$ cat src/rtl/audio_pkg.sv
// Shared definitions for the audio encode/decode datapath.
//   state_e    : frame-controller state encoding
//   PCM_W      : PCM sample width (offset binary)
//   CODE_W     : quantized code width (two's complement)
//   PCM_OFFSET : offset-binary zero point
//   CODE_MAX / CODE_MIN : saturation limits of the quantized code
package audio_pkg;

    typedef enum logic [1:0] {
        IDLE  = 2'd0,
        RUN   = 2'd1,
        DRAIN = 2'd2,
        DONE  = 2'd3
    } state_e;

    localparam int          PCM_W      = 16;
    localparam int          CODE_W     = 4;
    localparam logic [15:0] PCM_OFFSET = 16'h8000;
    localparam int          CODE_MAX   = 7;
    localparam int          CODE_MIN   = -8;

endpackage

$ cat src/rtl/fwd_quan.sv
// Forward quantizer (combinational).
//   pcm  [15:0] in  : offset-binary PCM sample
//   code [3:0]  out : rounded, saturated two's-complement code
// code = sat(((pcm - 0x8000) + 2^(SHIFT-1)) >>> SHIFT), round half up.
// Counterpart of the inverse quantizer on the decode path.
module fwd_quan
    import audio_pkg::*;
#(
    parameter int SHIFT = 12
) (
    input  logic [PCM_W-1:0]  pcm,
    output logic [CODE_W-1:0] code
);

    // 17 bits are enough: the largest sum is 32767 + 2048 with no overflow.
    localparam logic signed [PCM_W:0] ROUND = (PCM_W+1)'(1) <<< (SHIFT - 1);
    localparam logic signed [PCM_W:0] R_MAX = (PCM_W+1)'(CODE_MAX);
    localparam logic signed [PCM_W:0] R_MIN = (PCM_W+1)'(CODE_MIN);

    logic [PCM_W-1:0]        s;
    logic signed [PCM_W:0]   s_ext;
    logic signed [PCM_W:0]   sum;
    logic signed [PCM_W:0]   r;

    always_comb begin
        // Inverting the MSB turns offset binary into two's complement.
        s     = pcm ^ PCM_OFFSET;
        s_ext = signed'({s[PCM_W-1], s});
        sum   = s_ext + ROUND;
        r     = sum >>> SHIFT;
        if (r > R_MAX) begin
            code = CODE_W'(CODE_MAX);
        end else if (r < R_MIN) begin
            code = CODE_W'(CODE_MIN);
        end else begin
            code = r[CODE_W-1:0];
        end
    end

endmodule

$ cat src/rtl/quan_frame_ctrl.sv
// Forward-quantization frame controller.
// On start, reads FRAME_LEN PCM samples from the sample BRAM, quantizes each
// to a 4-bit code and writes it to the code BRAM at the same address, then
// pulses intr for one cycle.
//   clk_in, rst          : clock, synchronous active-high reset
//   start                : frame request (honoured only in IDLE)
//   busy, intr           : activity flag, one-cycle frame-done pulse
//   en_pcm, addr_pcm     : PCM BRAM read port (1-cycle latency)
//   pcm_data             : PCM read data, offset binary
//   ena_q, wea_q,
//   addra_q, dina_q      : code BRAM write port
module quan_frame_ctrl
    import audio_pkg::*;
#(
    parameter int FRAME_LEN = 256,
    parameter int ADDR_W    = 9,
    parameter int SHIFT     = 12
) (
    input  logic              clk_in,
    input  logic              rst,
    input  logic              start,
    output logic              busy,
    output logic              intr,
    output logic              en_pcm,
    output logic [ADDR_W-1:0] addr_pcm,
    input  logic [PCM_W-1:0]  pcm_data,
    output logic              ena_q,
    output logic              wea_q,
    output logic [ADDR_W-1:0] addra_q,
    output logic [CODE_W-1:0] dina_q
);

    localparam logic [ADDR_W-1:0] LAST_ADDR = ADDR_W'(FRAME_LEN - 1);

    state_e              state_q, state_d;
    logic [ADDR_W-1:0]   addr_q, addr_d;
    logic                drain_q, drain_d;

    // Stage 1: read-valid and address aligned with pcm_data.
    logic                rd_valid_q, rd_valid_d;
    logic [ADDR_W-1:0]   rd_addr_q, rd_addr_d;

    // Stage 2: registered write port.
    logic                wr_en_q, wr_en_d;
    logic [ADDR_W-1:0]   wr_addr_q, wr_addr_d;
    logic [CODE_W-1:0]   code_q, code_d;

    logic [CODE_W-1:0]   code_comb;

    fwd_quan #(
        .SHIFT (SHIFT)
    ) u_fwd_quan (
        .pcm  (pcm_data),
        .code (code_comb)
    );

    always_comb begin
        state_d = state_q;
        addr_d  = addr_q;
        drain_d = 1'b0;
        case (state_q)
            IDLE: begin
                addr_d = '0;
                if (start) begin
                    state_d = RUN;
                end
            end
            RUN: begin
                if (addr_q == LAST_ADDR) begin
                    addr_d  = '0;
                    state_d = DRAIN;
                end else begin
                    addr_d = addr_q + 1'b1;
                end
            end
            DRAIN: begin
                // Two cycles let the last read and its write clear the pipe.
                drain_d = 1'b1;
                if (drain_q) begin
                    state_d = DONE;
                    drain_d = 1'b0;
                end
            end
            DONE: begin
                state_d = IDLE;
            end
            default: begin
                state_d = IDLE;
                addr_d  = '0;
            end
        endcase
    end

    always_comb begin
        rd_valid_d = (state_q == RUN);
        rd_addr_d  = addr_q;
        wr_en_d    = rd_valid_q;
        wr_addr_d  = rd_addr_q;
        code_d     = rd_valid_q ? code_comb : code_q;
    end

    always_ff @(posedge clk_in) begin
        if (rst) begin
            state_q    <= IDLE;
            addr_q     <= '0;
            drain_q    <= 1'b0;
            rd_valid_q <= 1'b0;
            rd_addr_q  <= '0;
            wr_en_q    <= 1'b0;
            wr_addr_q  <= '0;
            code_q     <= '0;
        end else begin
            state_q    <= state_d;
            addr_q     <= addr_d;
            drain_q    <= drain_d;
            rd_valid_q <= rd_valid_d;
            rd_addr_q  <= rd_addr_d;
            wr_en_q    <= wr_en_d;
            wr_addr_q  <= wr_addr_d;
            code_q     <= code_d;
        end
    end

    assign busy     = (state_q != IDLE);
    assign intr     = (state_q == DONE);
    assign en_pcm   = (state_q == RUN);
    assign addr_pcm = addr_q;
    assign wea_q    = wr_en_q;
    assign ena_q    = wr_en_q;
    assign addra_q  = wr_addr_q;
    assign dina_q   = code_q;

endmodule

$ cat config.mk
export PLATFORM = sky130hd
export DESIGN_NAME = quan_frame_ctrl
export DESIGN_NICKNAME = d
export VERILOG_FILES = /design/src/rtl/audio_pkg.sv /design/src/rtl/fwd_quan.sv /design/src/rtl/quan_frame_ctrl.sv
export SDC_FILE = /design/constraint.sdc
export NUM_CORES = 1
export LEC_CHECK = 0
export ABC_AREA = 0
export CORE_MARGIN = 3
export CORE_UTILIZATION = 48
export DETAILED_ROUTE_END_ITERATION = 10
export MAX_ROUTING_LAYER = met4
export PLACE_DENSITY = 0.94
export SLEW_MARGIN = 20
export SYNTH_ARGS = -nofsm -noshare
export SYNTH_HDL_FRONTEND = slang
export SYNTH_HIERARCHICAL = 1
export SYNTH_SLANG_ARGS = --single-unit
$ cat constraint.sdc
create_clock -name clk_in -period 2.07 [get_ports clk_in]
set_input_delay 0.207 -clock clk_in [delete_from_list [all_inputs] [get_ports clk_in]]
set_output_delay 0.207 -clock clk_in [all_outputs]
set_load 0.03 [all_outputs]
==> run metrics, run 1 <==
status complete, no violations; clk buf depth 2; largest net degree at the start of global routing 21; Hold Path End addra_q[5]; R2R setup slack 320 ps; top-count cell post-synth dfxtp_1; worst hold stages 1; Sink Count 36; Post-Syn Area 1420 um^2; Synth area leader dfxtp_1; ANT nets after route 0; total global routing track utilization 18.1%; Nets 210; First DRT Iteration DRCs 81; Num CTS Buffers 5; Syn Area/Cell 9.64 um^2; power share of the clock group 22.4%; dpl hpwl 2090 um; hold bufs inserted after CTS 0; Vias per Instance 5.45; Max Fclk 0.544 GHz; Buffers on Ports 34; Reg2Reg Depth 5; drt drc 0; Post-Synthesis Cells 147; met2 Use GR 29.6%; worst setup path class reg2out; H-tree Lvls 2; CTS root buf clkbuf_4; NetSw 0.610 mW; die area 3640 um^2; Int Pwr 1.18 mW; detailed-route wire length 2870 um; met3 track demand over resource 6.38%; switch share 34.1%; Die X 60.3 um; grt met1 use 20.2%; number of top-level pins 46; antenna violations before repair 0; number of global-route vias before repair 1,067; Synth area leaders dfxtp_1 51%, nor2b_1 8.4%, ha_1 5.3%; Max Cap Violations 0; FF-to-FF End state_q[0]; slew margin rel. 75.7%; Reg power frac 45.5%; Final setup viols 0; Synth Warn # 6; DR vias 1,177; Rows 19; Most Used Layer, Global Route met2; final clock skew 7.95 ps; remaining global-route overflow 0; number of synthesized flops with an enable pin 0; Arrival @ worst endpoint 1630 ps; HP Class reg2reg; Final Hold Fails 0; commonest cells in the netlist 36 x dfxtp_1, 19 x nor2b_1, 12 x nor2_1; Main synth FF type dfxtp_1; leak pwr 0.716 nW; post-synth top area share 50.8%; drt pass-1 iters 4; Least-Margin Pin Slew 364 ps; Synthesized Nets 172; multi-input combinational cell area 647 um^2; register area share after synthesis 50.8%; Cell variety after synth 38; reg2reg start addr_pcm[0]; TNS Setup 0 ps; routed len/inst 13.3 um; Filler Cells Inserted 249; core area 2780 um^2; power density over the cells 964 nW/um^2; Seq cells post-synth 36; Clock Pin Slew Worst Setup and Hold Paths 90 ps; Logic pwr share 32.1%; CP Data Required Time 1860 ps; Initial Util 51.0%; area delta synth->final 30.8%; Placer Congestion 0.821; Critical Path End Type output port; worst skew pair latency 330 ps; Die Y 60.3 um; peak supply drop 0.000828 V; asr flop ratio synth 0%; Worst setup SP type flop; min-delay src rd_addr_q[5]; Tcrit/Tclk final 88.9%; Antenna diodes 0; RSZ-0062 raised after global routing no; first-pass GRT wire length 4720 um; CTS tree yes; layout cells sized above 1 7.57%; FF+latch area 721 um^2; WHS 447 ps; Final min period 1840 ps; worst setup margin 231 ps; critical path peak fanout 6; Setup WS pre-CTS 234 ps; Slew Limit Fails 0
## state kept, by name (all words and copies together) (netlist names)
name	flops
addra_q	9
drain_q	1
dina_q	4
rd_addr_q	9
state_q	2
addr_pcm	9
ena_q	1
rd_valid_q	1
## layout make-up
cell class / instances / area share, %
sequential: 36 / 38.9
inverter: 6 / 1.21
tap: 31 / 2.09
clock buffer: 7 / 3.51
timing repair buffer: 37 / 19.4
multi-input combinational: 99 / 34.9
## worst max-delay path, cell delays in order, from the launching register on
cell           delay, ps
dfxtp_1              380
inv_1                 90
ha_1                 270
inv_1                150
dlygate4sd2_1        410
## cell families after synthesis
logic type                 share of synthesized area [%]
and+or+nand+nor                                     22.3
DFF                                                 50.8
AOI/OAI and AO/OA                                   13.9
buffers and inverters                               3.53
adders and majority gates                           5.30
muxes                                               3.53
xor gates and xnor gates                           0.618
## metrics by stage
step | area [um^2] | total power, mW | std cells | utilization [%]
after floorplan | 1420 | 1.21 | 147 | -
after detailed placement | 1790 | 1.41 | 209 | 64.4
final | 1850 | 1.79 | 216 | 66.7
after global placement | 1790 | 1.39 | 209 | 64.4
after CTS | 1850 | 1.80 | 216 | 66.7
after global routing | 1850 | 1.90 | 216 | 66.7
## how the worst max path moves through the flow
stage                              to  cells past startpoint  slack [ps]          from
after floorplan           addr_pcm[5]                      7         370    state_q[1]
after global placement      dina_q[0]                      7         350  pcm_data[12]
after detailed placement    dina_q[0]                      7         230  pcm_data[12]
after CTS                        busy                      4         210    state_q[0]
after global routing             busy                      4         130    state_q[1]
final                            busy                      4         230    state_q[0]
## power by group through the flow
stage	clock (mW)	combinational (mW)	sequential (mW)
detailed placement	0	0.588	0.826
finish	0.400	0.574	0.813
floorplan	0	0.351	0.860
global placement	0	0.570	0.820
CTS	0.414	0.575	0.812
global route	0.449	0.628	0.818
## per-layer routing
layer  vias to the layer above  share of wire, %
met5                         -                 0
met4                         0              0.87
met3                         2               7.1
met2                        44                48
met1                       546                44
li1                        585                 -
## cell usage in the layout (no fill, tap or decap), drive strengths merged, types with 2 or more instances in the layout
cell type	instances
dfxtp	36
dlygate4sd2	2
inv	6
nand2	8
ha	6
mux2i	5
clkbuf	7
nor3	2
a21oi	5
nand3	4
buf	3
a31oi	4
clkdlybuf4s50	32
o21ai	8
nand2b	4
and2	2
a22o	3
nor2b	19
a41oi	2
nor2	12
## timing repair
| action | in CTS | in global routing |
|---|---|---|
| gates resized for setup | 2 | 0 |
| buffers inserted | 0 | 0 |
| setup endpoints to repair | 2 | 0 |
(Power assumes the default switching activity.)
==> run 2, diff against run 1 <==
Settings changed: CORE_UTILIZATION 48 to 45, PLACE_DENSITY 0.94 to 0.89.
==> run 2 against run 1 <==
Effect of this change:
- clock skew down 2.9 ps
- register-to-register slack worse by 140 ps
- sequential cell count unchanged
- critical path depth up 2
- non-clock buffer count down 1
- setup slack worse by 48 ps
- wire length up 3.9%
- sequential power about the same
- critical path type is now reg2reg
- first-iteration DRC count down 70%
==> run metrics, run 2 (synthesis results as in run 1) <==
most frequent cells in the layout 36 x dfxtp_1, 32 x clkdlybuf4s50_1, 19 x nor2b_1 (unchanged); Rows 19 (unchanged); Final min period 1890 ps (was 1840 ps); number of global-route vias before repair 1,156 (was 1,067); routed len/inst 13.1 um (was 13.3 um); core area 2880 um^2 (was 2780 um^2); Filler Cells Inserted 232 (was 249); Arrival @ worst endpoint 2170 ps (was 1630 ps); Vias per Instance 5.19 (was 5.45); total global routing track utilization 17.1% (was 18.1%); leak pwr 0.716 nW (about the same); number of top-level pins 46 (unchanged); hold bufs inserted after CTS 0 (unchanged); final clock skew 5.10 ps (was 7.95 ps); most common library cell in the layout ignoring fill and taps dfxtp_1 (unchanged); peak supply drop 0.000618 V (was 0.000828 V); ANT nets after route 0 (unchanged); status complete, no violations (unchanged); drt drc 0 (unchanged); TNS Setup 0 ps (unchanged); multi-input combinational cell area 647 um^2 (unchanged); Layout Cells excl Fill 227 (was 216); Num CTS Buffers 5 (unchanged); detailed-route wire length 2980 um (was 2870 um); HP Class reg2reg (unchanged); CTS tree yes (unchanged); area delta synth->final 32.0% (was 30.8%); Antenna diodes 0 (unchanged); Tcrit/Tclk final 91.2% (was 88.9%); slew margin rel. 69.6% (was 75.7%); RSZ-0062 raised after global routing no (unchanged); Buffers on Ports 34 (unchanged); worst setup path class reg2reg (was reg2out); layout cells sized above 1 7.03% (was 7.57%); Nets 209 (was 210); Final setup viols 0 (unchanged); CP Data Required Time 2350 ps (was 1860 ps); Final Hold Fails 0 (unchanged); First DRT Iteration DRCs 24 (was 81); largest net degree at the start of global routing 22 (was 21); power density over the cells 992 nW/um^2 (was 964 nW/um^2); Die Y 62.1 um (was 60.3 um); Initial Util 49.3% (was 51.0%); Placer Congestion 0.850 (was 0.821); drt pass-1 iters 4 (unchanged); Worst setup SP type flop (unchanged); DP Cell Count 219 (was 209); clk buf depth 2 (unchanged); FF+latch area 721 um^2 (unchanged); Slew Limit Fails 0 (unchanged); Die X 62.1 um (was 60.3 um); WHS 447 ps (about the same); DR vias 1,179 (was 1,177); antenna violations before repair 0 (unchanged); worst skew pair latency 340 ps (was 330 ps); Clock Pin Slew Worst Setup and Hold Paths 100 ps (was 90 ps); CTS root buf clkbuf_4 (unchanged); die area 3860 um^2 (was 3640 um^2); Max Cap Violations 0 (unchanged); Max Fclk 0.530 GHz (was 0.544 GHz); first-pass GRT wire length 5000 um (was 4720 um); H-tree Lvls 2 (unchanged); dpl hpwl 2140 um (was 2090 um); Least-Margin Pin Slew 454 ps (was 364 ps); critical path peak fanout 11 (was 6); Sink Count 36 (unchanged); Critical Path End Type flop (was output port); remaining global-route overflow 0 (unchanged)
-- run 2: cell types whose count changed in the layout (fill, tap and decap cells not counted) --
cell / before / now
clkbuf_8: 2 / 0
clkbuf_1: 0 / 1
buf_4: 3 / 2
bufinv_16: 0 / 1
clkinv_2: 0 / 1
-- run 2: layer usage --
layer | wire length, um | up-vias | GRT usage, %
met2 | 1450 | 66 | 28.2
li1 | - | 576 | -
met5 | 0 | - | -
met1 | 1190 | 523 | 16.3
met3 | 225 | 14 | 6.67
met4 | 109 | 0 | 12.4
-- run 2: worst paths after layout --
check / startpoint / to / slack, ps / cells after the start
setup / recovery: state_q[1] / addr_pcm[5] / 180 / 6
hold / removal: rd_addr_q[6] / addra_q[6] / 450 / 1
setup reg to reg: state_q[1] / addr_pcm[5] / 180 / 6
hold reg to reg: rd_addr_q[6] / addra_q[6] / 450 / 1
-- run 2: cell type report --
type	instances	area share [%]
multi-input combinational	99	34.6
tap	42	2.81
timing repair buffer	36	18.9
clock buffer	6	2.21
inverter	6	1.20
clock inverter	2	1.87
sequential	36	38.5
-- run 2: timing repair --
action,in CTS,in global routing
setup buffers,0,0
hold endpoints to repair,0,0
setup endpoints to repair,2,0
gates resized for setup,2,0
-- run 2: worst max-delay path, stage by stage, from the launching register on --
cell	delay, ps
dfxtp_1	360
inv_1	100
ha_1	380
nand2b_1	190
a31oi_1	400
o21ai_0	200
a31oi_1	190
-- run 2: power breakdown --
group / internal, mW / total, mW / leakage, nW / switching [mW]
registers: 0.754 / 0.815 / 0.291 / 0.0612
logic: 0.226 / 0.563 / 0.382 / 0.337
clock network: 0.253 / 0.479 / 0.0422 / 0.226
total: 1.23 / 1.86 / 0.716 / 0.624
-- run 2: per-stage QoR --
stage | setup slack, ps | total power [mW] | area [um^2] | utilization (%)
6_report | 183 | 1.86 | 1870 | 65.1
5_1_grt | 67.5 | 1.95 | 1870 | 65.1
4_1_cts | 197 | 1.87 | 1870 | 65.1
3_5_place_dp | 272 | 1.40 | 1800 | 62.5
3_3_place_gp | 349 | 1.38 | 1800 | 62.5
2_1_floorplan | 370 | 1.21 | 1420 | -
